--- config.mk ---
export PLATFORM = sky130hd
export DESIGN_NAME = ps2_host_tx_flat
export DESIGN_NICKNAME = d
export VERILOG_FILES = /design/src/rtl/ps2_host_tx_if.sv /design/src/rtl/ps2_host_tx.sv /design/src/flat_wrapper.sv
export SDC_FILE = /design/constraint.sdc
export NUM_CORES = 1
export LEC_CHECK = 0
export CAP_MARGIN = 40
export CORE_MARGIN = 5
export CORE_UTILIZATION = 55
export CTS_BUF_LIST = sky130_fd_sc_hd__clkbuf_2
export DETAILED_ROUTE_END_ITERATION = 7
export DONT_BUFFER_PORTS = 1
export MAX_ROUTING_LAYER = met4
export PLACE_DENSITY = 0.7
export SKIP_LAST_GASP = 1
export SLEW_MARGIN = 40
export SYNTH_ARGS = -nofsm -noshare
export SYNTH_HDL_FRONTEND = slang
export SYNTH_SLANG_ARGS = --single-unit
--- constraint.sdc ---
create_clock -name clk -period 3.46 [get_ports clk]
set_clock_uncertainty 0.15 [all_clocks]
set_input_delay 0.346 -clock clk [delete_from_list [all_inputs] [get_ports clk]]
set_output_delay 0.346 -clock clk [all_outputs]
set_load 0.05 [all_outputs]
--- src/rtl/ps2_host_tx_if.sv ---
`default_nettype none
// ============================================================================
//  Module      : ps2_host_tx_if
//  Description : Command handshake between a host controller and the PS/2
//                host-to-device transmitter.
//  Revision    : 1.0 - initial release
// ============================================================================
interface ps2_host_tx_if;
    logic       tx_start;
    logic [7:0] tx_data;
    logic       tx_busy;
    logic       tx_done;
    logic       tx_err;
    logic       rx_en;

    modport master (
        output tx_start,
        output tx_data,
        input  tx_busy,
        input  tx_done,
        input  tx_err,
        input  rx_en
    );

    modport slave (
        input  tx_start,
        input  tx_data,
        output tx_busy,
        output tx_done,
        output tx_err,
        output rx_en
    );
endinterface
`default_nettype wire

--- src/rtl/ps2_host_tx.sv ---
`default_nettype none
// ============================================================================
//  Module      : ps2_host_tx
//  Description : PS/2 host-to-device command transmitter (request-to-send,
//                11-edge frame, acknowledge check, inactivity timeout).
//  Revision    : 1.0 - initial release
// ============================================================================
module ps2_host_tx #(
    parameter int INHIBIT_CYCLES = 5000,
    parameter int TIMEOUT_CYCLES = 750000
) (
    input  wire          clk,
    input  wire          rst,
    input  wire          ps2_clk_in,
    input  wire          ps2_dat_in,
    ps2_host_tx_if.slave bus,
    output logic         ps2_clk_oe,
    output logic         ps2_dat_oe
);

    localparam int c_cnt_max = (INHIBIT_CYCLES > TIMEOUT_CYCLES) ? INHIBIT_CYCLES : TIMEOUT_CYCLES;
    localparam int c_cnt_w   = $clog2(c_cnt_max + 1);
    localparam logic [c_cnt_w-1:0] c_inh_last = c_cnt_w'(INHIBIT_CYCLES - 1);
    localparam logic [c_cnt_w-1:0] c_tmo_last = c_cnt_w'(TIMEOUT_CYCLES - 1);

    typedef enum logic [2:0] {
        ST_IDLE      = 3'd0,
        ST_INHIBIT   = 3'd1,
        ST_START     = 3'd2,
        ST_SHIFT     = 3'd3,
        ST_ACK       = 3'd4,
        ST_WAIT_IDLE = 3'd5
    } state_t;

    state_t               r_state;
    logic [7:0]           r_clk_shift;
    logic                 r_clk_filt;
    logic [1:0]           r_dat_sync;
    logic [9:0]           r_frame;
    logic [3:0]           r_bitcnt;
    logic [c_cnt_w-1:0]   r_cnt;
    logic                 r_ack_ok;
    logic                 r_clk_oe;
    logic                 r_dat_oe;
    logic                 r_busy;
    logic                 r_done;
    logic                 r_err;
    logic                 w_fall;
    logic                 w_dat;

    // Clock deglitcher: the filtered level only moves after 8 identical samples.
    always_ff @(posedge clk) begin
        if (rst) begin
            r_clk_shift <= 8'hFF;
            r_clk_filt  <= 1'b1;
            r_dat_sync  <= 2'b11;
        end else begin
            r_clk_shift <= {r_clk_shift[6:0], ps2_clk_in};
            r_dat_sync  <= {r_dat_sync[0], ps2_dat_in};
            if (r_clk_shift == 8'hFF) begin
                r_clk_filt <= 1'b1;
            end else if (r_clk_shift == 8'h00) begin
                r_clk_filt <= 1'b0;
            end
        end
    end

    assign w_fall = r_clk_filt & (r_clk_shift == 8'h00);
    assign w_dat  = r_dat_sync[1];

    always_ff @(posedge clk) begin
        if (rst) begin
            r_state  <= ST_IDLE;
            r_frame  <= '1;
            r_bitcnt <= '0;
            r_cnt    <= '0;
            r_ack_ok <= 1'b0;
            r_clk_oe <= 1'b0;
            r_dat_oe <= 1'b0;
            r_busy   <= 1'b0;
            r_done   <= 1'b0;
            r_err    <= 1'b0;
        end else begin
            r_done <= 1'b0;
            r_err  <= 1'b0;
            case (r_state)
                ST_IDLE: begin
                    r_clk_oe <= 1'b0;
                    r_dat_oe <= 1'b0;
                    if (bus.tx_start) begin
                        r_frame  <= {1'b1, ~^bus.tx_data, bus.tx_data};
                        r_bitcnt <= '0;
                        r_cnt    <= '0;
                        r_clk_oe <= 1'b1;
                        r_busy   <= 1'b1;
                        r_state  <= ST_INHIBIT;
                    end
                end
                ST_INHIBIT: begin
                    // Filter sees our own low clock here; edges are ignored.
                    if (r_cnt == c_inh_last) begin
                        r_cnt    <= '0;
                        r_clk_oe <= 1'b0;
                        r_dat_oe <= 1'b1;
                        r_state  <= ST_START;
                    end else begin
                        r_cnt <= r_cnt + 1'b1;
                    end
                end
                default: begin
                    // Timeout is checked first so it wins over a coincident edge.
                    if (r_cnt == c_tmo_last) begin
                        r_clk_oe <= 1'b0;
                        r_dat_oe <= 1'b0;
                        r_busy   <= 1'b0;
                        r_done   <= 1'b1;
                        r_err    <= 1'b1;
                        r_cnt    <= '0;
                        r_state  <= ST_IDLE;
                    end else begin
                        r_cnt <= w_fall ? '0 : r_cnt + 1'b1;
                        case (r_state)
                            ST_START: begin
                                if (w_fall) begin
                                    r_dat_oe <= ~r_frame[0];
                                    r_frame  <= {1'b1, r_frame[9:1]};
                                    r_bitcnt <= 4'd1;
                                    r_state  <= ST_SHIFT;
                                end
                            end
                            ST_SHIFT: begin
                                if (w_fall) begin
                                    r_dat_oe <= ~r_frame[0];
                                    r_frame  <= {1'b1, r_frame[9:1]};
                                    r_bitcnt <= r_bitcnt + 4'd1;
                                    if (r_bitcnt == 4'd9) begin
                                        r_state <= ST_ACK;
                                    end
                                end
                            end
                            ST_ACK: begin
                                r_dat_oe <= 1'b0;
                                if (w_fall) begin
                                    r_ack_ok <= ~w_dat;
                                    r_state  <= ST_WAIT_IDLE;
                                end
                            end
                            ST_WAIT_IDLE: begin
                                if (r_clk_filt && w_dat) begin
                                    r_busy  <= 1'b0;
                                    r_done  <= 1'b1;
                                    r_err   <= ~r_ack_ok;
                                    r_state <= ST_IDLE;
                                end
                            end
                            default: begin
                                r_clk_oe <= 1'b0;
                                r_dat_oe <= 1'b0;
                                r_busy   <= 1'b0;
                                r_state  <= ST_IDLE;
                            end
                        endcase
                    end
                end
            endcase
        end
    end

    assign ps2_clk_oe  = r_clk_oe;
    assign ps2_dat_oe  = r_dat_oe;
    assign bus.tx_busy = r_busy;
    assign bus.tx_done = r_done;
    assign bus.tx_err  = r_err;
    assign bus.rx_en   = ~r_busy;

endmodule
`default_nettype wire

--- src/flat_wrapper.sv ---
// flat-port wrapper written by rule: the top's interface ports become plain ports
module ps2_host_tx_flat 
#(
    parameter int INHIBIT_CYCLES = 5000,
    parameter int TIMEOUT_CYCLES = 750000
)
  (clk, rst, ps2_clk_in, ps2_dat_in, ps2_clk_oe, ps2_dat_oe, bus_tx_start, bus_tx_data, bus_tx_busy, bus_tx_done, bus_tx_err, bus_rx_en);
  ps2_host_tx_if bus_i ();
  input  wire clk;
  input  wire rst;
  input  wire ps2_clk_in;
  input  wire ps2_dat_in;
  output logic ps2_clk_oe;
  output logic ps2_dat_oe;
  input wire logic [$bits(bus_i.tx_start)-1:0] bus_tx_start;
  input wire logic [$bits(bus_i.tx_data)-1:0] bus_tx_data;
  output wire logic [$bits(bus_i.tx_busy)-1:0] bus_tx_busy;
  output wire logic [$bits(bus_i.tx_done)-1:0] bus_tx_done;
  output wire logic [$bits(bus_i.tx_err)-1:0] bus_tx_err;
  output wire logic [$bits(bus_i.rx_en)-1:0] bus_rx_en;
  assign bus_i.tx_start = bus_tx_start;
  assign bus_i.tx_data = bus_tx_data;
  assign bus_tx_busy = bus_i.tx_busy;
  assign bus_tx_done = bus_i.tx_done;
  assign bus_tx_err = bus_i.tx_err;
  assign bus_rx_en = bus_i.rx_en;
  ps2_host_tx #(.INHIBIT_CYCLES(INHIBIT_CYCLES), .TIMEOUT_CYCLES(TIMEOUT_CYCLES)) u_core (.clk(clk), .rst(rst), .ps2_clk_in(ps2_clk_in), .ps2_dat_in(ps2_dat_in), .bus(bus_i), .ps2_clk_oe(ps2_clk_oe), .ps2_dat_oe(ps2_dat_oe));
endmodule
======== Yosys cells after proc, flatten, opt, wreduce, memory -nomap -nowiden ========
Cells that the tools add are included.
W data, S select, Z words.
word-level totals
  output and inout bits ................... 6
  bits of input ports ..................... 13
  bits in registers ....................... 54
  logic and storage cells ................. 114
operators by class
  eq/ne operators ......................... 24
  bitwise gates (word level) .............. 8
  $add $sub $neg .......................... 2
  mux-type cells .......................... 47
  reductions and logical operators ........ 20
operator list
  cell                     count
  $mux W20                 4
  $mux W10                 4
  $pmux W20 S2             1
  $ne A5 B1 Y1 const B     5
  $mux W3                  8
  $add A20 B1 Y20 const B  1
  $eq A20 B13 Y1 const B   1
  $eq A20 B20 Y1 const B   1
  $pmux W10 S2             1
  $mux W1                  16
  $mux W4                  4
  $pmux W4 S2              2
  $pmux W3 S4              1
  $pmux W1 S2              5
  $ne A3 B1 Y1 const B     3
  $eq A8 B8 Y1 const B     1
  $logic_not A8 Y1         1
  $reduce_and A4 Y1        2
  $reduce_xnor A8 Y1       1
  $not A1 Y1               7
  $reduce_and A7 Y1        1
  $eq A3 B2 Y1 const B     2
  $eq A3 B3 Y1 const B     2
  $pmux W3 S2              1
  other kinds (21)         26

======== Depth between registers and ports, before layout ========
  word-level depth ........................ 6
  mapped depth ............................ 7
  gate-level depth less buffers ........... 7

======== Worst setup path after synthesis ========
OpenSTA, ideal clock, no wires.
  kind .................................... reg-to-reg
  start ................................... register u_core.r_cnt[0]
  end ..................................... register u_core.r_frame[1]
  stages on the path, launching flop included .. 8
  arrival time ............................ 1993 ps
  data required time ...................... 3188 ps
  setup slack ............................. 1195 ps
  period minus slack after synthesis ...... 2265 ps
  library setup time ...................... 122 ps
  path through ............................ dfxtp_1 ha_1 nand4bb_4 or4_4 o21bai_4 buf_6 a21oi_1 a311o_1
between the ends
  cells in the longest elaborated chain, start to end .. 3
RTL lines
  element                             line                text
  from (decl)                         ps2_host_tx.sv:41   logic [c_cnt_w-1:0] r_cnt;
  from (signal assigned)              ps2_host_tx.sv:107  r_cnt <= r_cnt + 1'b1;
  from (signal assigned)              ps2_host_tx.sv:121  r_cnt <= w_fall ? '0 : r_cnt + 1'b1;
  $eq A20 B20 Y1                      ps2_host_tx.sv:112  if (r_cnt == c_tmo_last) begin
  $ne A2 B2 Y1 (no source line)       --
  $reduce_and A5 Y1 (no source line)  --
  to (signal assigned)                ps2_host_tx.sv:91   r_frame <= {1'b1, ~^bus.tx_data, bus.tx_data};
  to (signal assigned)                ps2_host_tx.sv:126  r_frame <= {1'b1, r_frame[9:1]};
  to (signal assigned)                ps2_host_tx.sv:134  r_frame <= {1'b1, r_frame[9:1]};
  to (decl)                           ps2_host_tx.sv:39   logic [9:0] r_frame;
No other way between the ends.
A chain may end at the register's enable or synchronous reset.

======== Final worst setup path ========
  start ................................... register u_core.r_cnt[0]
  end ..................................... register u_core.r_frame[3]
Same word-level chain as after synthesis.

==> reports/qor.txt <==
Routed Antenna Nets -> 0
Worst Hold Class -> input port to flop
maxcap violations -> 0
placer congestion estimate -> 0.872
syn avg cell area -> 8.83 um2
RSZ-0062 raised after global routing -> false
io pins -> 19
FP Rows -> 25
final instance count without filler cells -> 373
Mapped Area -> 2730 um2
total grt overflow -> 0
antenna violations before repair -> 0
family with the most delay on the worst path -> compound AO/OA/AOI/OAI gates
Clock Path Buffers -> 2
Post-Place Cells -> 359
dominant cell type by area after synthesis -> dfxtp_1
vias per inst -> 5.93
layout filler cell count -> 460
status -> finished clean
final core area utilization -> 60.1%
Seq/Total Area, Yosys -> 38.9%
vias -> 2213
routed wire length -> 5540 um
CORE AREA -> 4750 um2
synth warn -> 0
die width -> 80.4 um
FMAX -> 381 MHz
vias in the first global route -> 2141
drt initial violations -> 283
PortBufs -> 0
async set-or-reset flop fraction in the synthesized netlist -> 0%
Clock transition at path regs -> 260 ps
FF-to-FF setup slack -> 830 ps
Clk Latency, worst-skew pair -> 440 ps
DR pass1 iterations -> 4
DRC violations left -> 0
CTS Root Cell -> clkbuf_2
most frequent cells in the layout -> 53 x dfxtp_1, 33 x nor2_1, 22 x xnor2_1
Chip Height -> 80.4 um
Starting Density -> 57.4%
first-pass GRT wire length -> 10000 um
share of layout cells above drive strength 1 -> 9.80%
largest net degree at the start of global routing -> 33
fin crit period -> 2630 ps
Synth area leaders -> dfxtp_1 39%, xnor2_1 7.1%, nor2_1 4.5%
critical path startpoint category -> flop
Setup crit end kind -> flop
Final TNS setup -> 0 ps
Hold Vio Cnt, Final -> 0
max incr delay on CP -> 560 ps
TritonCTS Buffers -> 5
Peak VDD IR -> 0.262 mV
post-synthesis cell count -> 309
routed len/inst -> 14.8 um
crit-path cells -> ha_1 > nand4bb_4 > or4_4 > o21bai_4 > a21oi_1 > a311o_1
htree depth -> 2
Post-CTS Resized -> 0
crit-path max FO -> 23
TritonCTS Sinks -> 53
Post-synth EDFFs -> 0
CTS tree -> yes
most common cell after layout, fill and taps aside -> dfxtp_1
Max-slew headroom -> 50.3%
Leakage Power -> 0.000954 uW
Area Overhead vs Synth -> 4.72%
fin. max-slew vios -> 0
Final Setup Violations -> 0
Most used DFF post-synth -> dfxtp_1
Tot GR Track Use -> 20.0%
Synth top area share -> 38.9%
Detail Placement HPWL -> 3830 um
worst-margin pin slew -> 746 ps
Crit-path slowest cell -> or4_4
Syn Nets -> 325
crit path DAT -> 2810 ps
Final #Nets -> 321
Pwr Density -> 383 nW/um2
number of post-CTS setup repair buffers -> 0
fin crit share -> 76.0%
Crit Path Class -> flop to flop
die area -> 6470 um2
post-synth cell types -> 58
CP bufs+invs -> 0
Worst EP required -> 3650 ps
Synth Register Bits -> 53
antenna diode count -> 0
-- Yosys cell counts, drive strengths merged, types with 2 or more instances --
master,number
dfxtp,53
nor2,33
xnor2,22
nand2,19
a21oi,18
nand3,15
or2,11
clkbuf,10
inv,10
nand4,10
nor3,10
mux2i,9
a311o,8
buf,8
nor4,7
o21ai,6
a211oi,4
a211o,3
a22oi,3
and2,3
ha,3
nand2b,3
or4,3
xor2,3
a2111oi,2
a21o,2
a31oi,2
a32o,2
and3,2
and4,2
nand3b,2
nor4b,2
o31ai,2
-- worst register-to-register path, cell delays in order, from the launching register on --
cell and delay (ps):
dfxtp_1 450, ha_1 290, nand4bb_4 150, or4_4 560
o21bai_4 460, a21oi_1 140, a311o_1 340
-- worst paths after layout --
| kind | end | start | cells past startpoint |
|---|---|---|---|
| max reg2reg | u_core.r_frame[3] | u_core.r_cnt[0] | 6 |
| min reg2reg | u_core.r_dat_sync[1] | u_core.r_dat_sync[0] | 1 |
| max | u_core.r_frame[3] | u_core.r_cnt[0] | 6 |
| min | u_core.r_frame[7] | bus_tx_data[7] | 3 |
-- state kept, by name, summed over array words and instances, names as in the netlist --
signal,cells
u_core.ps2_dat_oe,1
u_core.r_cnt,20
u_core.r_frame,9
u_core.bus.tx_done,1
u_core.bus.tx_err,1
u_core.r_dat_sync,2
u_core.r_ack_ok,1
u_core.r_clk_shift,8
u_core.r_state,3
u_core.r_clk_filt,1
u_core.bus.tx_busy,1
u_core.ps2_clk_oe,1
u_core.r_bitcnt,4
-- cell type report --
cell class	count	area, um2	area share [%]
tap	67	83.8	2.93
clock buffer	5	25.0	0.876
inverter	10	37.5	1.31
sequential	53	1060	37.1
timing repair buffer	7	62.6	2.19
multi-input combinational	228	1550	54.1
clock inverter	3	41.3	1.45
-- through the flow --
step / worst slack (ps) / area, um2 / hold slack, ps / total power [uW]
6_report: 832 / 2860 / 49.7 / 1090
4_1_cts: 837 / 2850 / 16.1 / 1100
2_1_floorplan: 1200 / 2730 / 239 / 767
3_3_place_gp: 900 / 2740 / 247 / 778
5_1_grt: 610 / 2860 / 40.3 / 1150
3_5_place_dp: 852 / 2740 / 244 / 780
-- report_power, final --
group          switching [uW]  internal, uW  leakage [uW]
logic                    65.5          53.2      0.000486
clock network             194           119     0.0000366
registers                28.3           634      0.000432
-- logic make-up (layout without fill, tap and decap cells) --
logic type	count (synthesis)	count (layout)	share of synthesized area [%]
muxes	9	9	3.30
AOI/OAI and AO/OA	63	63	17.5
DFF	53	53	38.9
buffers and inverters	28	25	4.45
adders and majority gates	3	3	1.38
and+or+nand+nor	128	128	26.4
xor gates and xnor gates	25	25	8.03
-- routing by layer --
metal  share of wire [%]  vias up  wire (um)  global-route usage, %
li1                    -     1112          -                      -
met3                 6.2       13        345                   4.48
met4                 1.4        0         80                   5.41
met2                  43       56       2380                   30.1
met5                   0        -          0                      -
met1                  49     1032       2730                   26.9
-- what timing repair did --
item / in CTS / in global routing
endpoints found under the hold margin: 33 / 1
hold buffers: 5 / 1
setup endpoints to repair: 0 / 0
(Power assumes the default switching activity.)
